$ cat src/rtl/ysyx_23060020_wbu.sv
// Writeback unit: arbitrates EXU/LSU results onto the regfile write port and tracks busy registers.
// Optional combinational bypass of the accepted transfer when YSYX_23060020_WB_BYPASS_EN is defined.
module ysyx_23060020_wbu #(
  parameter int XLEN = 32,
  parameter int NREG = 32
) (
  input  logic            clk,
  input  logic            rst,
  input  logic            exu_valid,
  output logic            exu_ready,
  input  logic [4:0]      exu_rd,
  input  logic [XLEN-1:0] exu_data,
  input  logic            lsu_valid,
  output logic            lsu_ready,
  input  logic [4:0]      lsu_rd,
  input  logic [XLEN-1:0] lsu_rdata,
  input  logic [1:0]      lsu_off,
  input  logic [1:0]      lsu_size,
  input  logic            lsu_sext,
  input  logic            iss_valid,
  input  logic [4:0]      iss_rd,
  output logic [NREG-1:0] sb_busy,
  output logic            rfwen,
  output logic [4:0]      w1a,
  output logic [XLEN-1:0] w1d,
  output logic            fwd_valid,
  output logic [4:0]      fwd_addr,
  output logic [XLEN-1:0] fwd_data
);

  function automatic logic [XLEN-1:0] load_extract(input logic [XLEN-1:0] rdata,
                                                   input logic [1:0]      off,
                                                   input logic [1:0]      size,
                                                   input logic            sext);
    logic [7:0]      b;
    logic [15:0]     h;
    logic [XLEN-1:0] r;
    b = rdata[{off, 3'b000} +: 8];
    h = rdata[{off[1], 4'b0000} +: 16];
    case (size)
      2'd0:    r = sext ? {{(XLEN-8){b[7]}}, b} : {{(XLEN-8){1'b0}}, b};
      2'd1:    r = sext ? {{(XLEN-16){h[15]}}, h} : {{(XLEN-16){1'b0}}, h};
      default: r = rdata;
    endcase
    return r;
  endfunction

  logic            lsu_fire_s;
  logic            exu_fire_s;
  logic            fire_s;
  logic [4:0]      sel_rd_s;
  logic [XLEN-1:0] sel_data_s;
  logic            wr_s;
  logic [NREG-1:0] set_s;
  logic [NREG-1:0] clr_s;
  logic [NREG-1:0] sb_next_s;
  logic [NREG-1:0] sb_r;
  logic            rfwen_r;
  logic [4:0]      w1a_r;
  logic [XLEN-1:0] w1d_r;

  // LSU has fixed priority; nothing is accepted while in reset
  assign lsu_ready  = !rst;
  assign exu_ready  = !rst && !lsu_valid;
  assign lsu_fire_s = lsu_valid && lsu_ready;
  assign exu_fire_s = exu_valid && exu_ready;

  // Select the winning transfer and build scoreboard set/clear masks
  always_comb begin
    fire_s     = 1'b0;
    sel_rd_s   = 5'd0;
    sel_data_s = '0;
    set_s      = '0;
    clr_s      = '0;
    if (lsu_fire_s) begin
      fire_s     = 1'b1;
      sel_rd_s   = lsu_rd;
      sel_data_s = load_extract(lsu_rdata, lsu_off, lsu_size, lsu_sext);
    end else if (exu_fire_s) begin
      fire_s     = 1'b1;
      sel_rd_s   = exu_rd;
      sel_data_s = exu_data;
    end else begin
      fire_s     = 1'b0;
    end
    wr_s = fire_s && (sel_rd_s != 5'd0);
    if (wr_s) begin
      clr_s[sel_rd_s] = 1'b1;
    end else begin
      clr_s = '0;
    end
    // a same-cycle issue is younger than the retiring write, so set wins
    if (iss_valid && (iss_rd != 5'd0)) begin
      set_s[iss_rd] = 1'b1;
    end else begin
      set_s = '0;
    end
    sb_next_s    = (sb_r & ~clr_s) | set_s;
    sb_next_s[0] = 1'b0;
  end

  // Registered regfile write stage and busy scoreboard
  always_ff @(posedge clk) begin
    if (rst) begin
      rfwen_r <= 1'b0;
      w1a_r   <= 5'd0;
      w1d_r   <= '0;
      sb_r    <= '0;
    end else begin
      rfwen_r <= wr_s;
      sb_r    <= sb_next_s;
      if (fire_s) begin
        w1a_r <= sel_rd_s;
        w1d_r <= sel_data_s;
      end
    end
  end

  assign rfwen   = rfwen_r;
  assign w1a     = w1a_r;
  assign w1d     = w1d_r;
  assign sb_busy = sb_r;

`ifdef YSYX_23060020_WB_BYPASS_EN
  assign fwd_valid = wr_s;
  assign fwd_addr  = wr_s ? sel_rd_s : 5'd0;
  assign fwd_data  = wr_s ? sel_data_s : '0;
`else
  assign fwd_valid = 1'b0;
  assign fwd_addr  = 5'd0;
  assign fwd_data  = '0;
`endif

endmodule
$ cat config.mk
export PLATFORM = sky130hd
export DESIGN_NAME = ysyx_23060020_wbu
export DESIGN_NICKNAME = d
export VERILOG_FILES = /design/src/rtl/ysyx_23060020_wbu.sv
export SDC_FILE = /design/constraint.sdc
export NUM_CORES = 1
export LEC_CHECK = 0
export ABC_AREA = 1
export CAP_MARGIN = 20
export CORE_MARGIN = 3
export CORE_UTILIZATION = 43
export CTS_CLUSTER_SIZE = 12
export DETAILED_ROUTE_END_ITERATION = 8
export PLACE_DENSITY = 0.83
export SYNTH_ARGS = -nofsm -noshare
export SYNTH_HDL_FRONTEND = slang
export SYNTH_SLANG_ARGS = --single-unit
$ cat constraint.sdc
create_clock -name clk -period 4.45 [get_ports clk]
set_clock_uncertainty 0.15 [all_clocks]
set_input_delay 0.6675 -clock clk [delete_from_list [all_inputs] [get_ports clk]]
set_output_delay 0.6675 -clock clk [all_outputs]
set_load 0.02 [all_outputs]
==> reports/metrics.yaml <==
routing:
  viasPerCell: 5.074
  num_vias: 4693
  dr.pass1.iters: 7
  ant_nets: 0
  drc: 0
  wirelength_mm: 13.87
  drt_iter0_markers: 359
  wl_per_cell_um: 15.00
timing:
  rsz0062_at_grt: "false"
  tightest_slew_ns: 1.097
  drv_slew: 0
  period_share: 0.6615
  finalSetupViolCount: 0
  fin_crit_ns: 2.944
  fmax_mhz: 339.7
  relSlewSlack: 0.2663
  hold_viol: 0
  tns_ns: 0
final_layout:
  drive_gt1_frac: 0.09548
  num_antenna_cells: 0
  fin_util: 0.6237
  area_growth_pct: 37.46
  nets: 880
  finalNonFillerCells: 925
setup_path:
  worstPathRequired_ns: 3.63
  cp.arrival_ns: 2.13
  crit_type: "in2out"
  cp-end-kind: "primary output"
  crit_path_start_kind: "input port"
  cp_max_fo: 12
grt:
  antenna_found_initial: 0
  grt_max_degree: 47
  grt_pass1_vias: 4442
  grtUsageTotal: 0.2426
  grt_pass1_wl_mm: 22.05
  gr-total-overflow: 0
hold_path:
  hold_class: "reg2reg"
clocking:
  cts_inserted_buffers: 9
  cts.clk_slew.worst_paths_ns: 0.08
  h-tree-depth: 3
  clockRootBuffer: "clkbuf_8"
  cts_tree: "yes"
  clk_latency_ns: 0.34
  cts-resized-gates: 0
  clock_sinks: 69
  cts_buffer_depth: 2
  hold_buffers: 0
  postCtsSetupBuffers: 0
placement:
  port_buffers: 159
  globalplace.congestion: 0.9407
  dp_hpwl_mm: 10.72
  dp_cells: 909
floorplanning:
  start_util: 0.4537
  std_cell_rows: 35
  die_height_um: 105.9
  core_area_mm2: 0.009459
  ios: 199
  die_area_mm2: 0.01121
  die_w_um: 105.9
power:
  vdd_drop_max_mv: 0.1338
  seq_power_share: 0.429
  switchingPower_uw: 513.4
  p_leak_uw: 0.002519
  clockPowerShare: 0.301
  finalPower_uw: 1530
  p_int_uw: 1016
  p_comb_frac: 0.270
  power_density_mw_per_mm2: 259.3
  switching_share: 0.3356
run:
  maxCapViolCount: 0
synth:
  async_flop_share: 0
  synthTopCellsByCount: "197 x nand2_1, 69 x dfxtp_1, 69 x nand3_1"
  ys_warn_count: 0
  syn-cell-area_mm2: 0.004292
  synth_edf_count: 0
  synthCells: 651
  ys_dominant_reg_cell: "dfxtp_1"
  synth_seq_cells: 69
  synth_most_common_cell: "nand2_1"
  synth_cell_types: 30
  yosysTopAreaCellShare: 0.3219
  synthTopCellsByArea: "dfxtp_1 32%, nand2_1 17%, nand3_1 8.0%"
  avgSynthCellArea_um2: 6.592
  yosysSeqAreaShare: 0.3219
  yosysTopAreaCell: "dfxtp_1"
outcome:
  status: "completed"
-- metrics by stage --
| stage | setup WS [ns] | instance area [um2] | hold slack [ns] |
|---|---|---|---|
| 3_3_place_gp | 1.402 | 5728 | 0.2998 |
| 4_1_cts | 1.488 | 5899 | 0.3148 |
| 6_report | 1.506 | 5899 | 0.3122 |
| 5_1_grt | 1.431 | 5899 | 0.3392 |
| 3_5_place_dp | 1.320 | 5728 | 0.3028 |
| 2_1_floorplan | 2.121 | 4434 | 0.3857 |
-- state kept, by name, summed over array words and instances, names as in the netlist --
| name | flops |
|---|---|
| w1d | 32 |
| rfwen | 1 |
| sb_busy | 31 |
| w1a | 5 |
-- cell type report --
type,count,area (um2)
clock buffer,9,123.9
timing repair buffer,164,1624
clock inverter,7,47.55
multi-input combinational,490,2342
fill,886,3560
inverter,57,219.0
tap,129,161.4
sequential,69,1381
-- layout by cell type, fill, tap and decap left out, types with 3 or more instances in the layout --
| cell type | Yosys | routed |
|---|---|---|
| nand2_2 | 10 | 10 |
| o211ai_1 | 7 | 7 |
| clkdlybuf4s50_1 | 0 | 158 |
| nor2_4 | 4 | 4 |
| a21oi_2 | 10 | 10 |
| buf_4 | 40 | 5 |
| clkbuf_8 | 0 | 9 |
| inv_1 | 48 | 48 |
| inv_2 | 8 | 8 |
| conb_1 | 1 | 39 |
| nor2_1 | 21 | 21 |
| nor2_2 | 4 | 4 |
| o21ai_1 | 11 | 11 |
| o21ai_0 | 26 | 26 |
| a21oi_1 | 68 | 68 |
| clkinv_2 | 0 | 3 |
| nand3_1 | 69 | 69 |
| nand3_2 | 13 | 13 |
| nand4_1 | 3 | 3 |
| dfxtp_1 | 69 | 69 |
| nand2_1 | 197 | 197 |
-- routing by layer --
| metal | routed length, um | part of all wire | vias to the layer above | GRT usage |
|---|---|---|---|---|
| met3 | 1134 | 0.082 | 33 | 0.04675 |
| met5 | 0 | 0 | - | 0 |
| met1 | 5848 | 0.42 | 2132 | 0.3186 |
| met2 | 6475 | 0.47 | 225 | 0.3934 |
| met4 | 414 | 0.030 | 0 | 0.09621 |
| li1 | - | - | 2303 | - |
-- worst paths after layout --
kind | from | to | slack (ns) | cells after the start
setup / recovery | lsu_valid | exu_ready | 1.51 | 3
hold / removal | w1a[4] | w1a[4] | 0.31 | 2
setup reg to reg | w1d[15] | w1d[15] | 3.54 | 4
hold reg to reg | w1a[4] | w1a[4] | 0.31 | 2
-- cells by family after synthesis --
family / share of synthesized area
flops: 0.3219
compound gates: 0.1589
buf+inv: 0.1656
other cells: 0.0008738
simple gates: 0.3528
-- worst max-delay path: stages --
cell and delay (ns):
clkdlybuf4s50_1 0.47, nor2_4 0.31, clkdlybuf4s50_1 0.67
-- power groups by stage --
stage	logic [uW]	clock network [uW]	registers, uW
finish	413	461	656
global route	447	493	659
CTS	410	466	656
detailed placement	408	0	670
global placement	404	0	670
floorplan	229	0	701
Power figures use the tool's default switching activity.
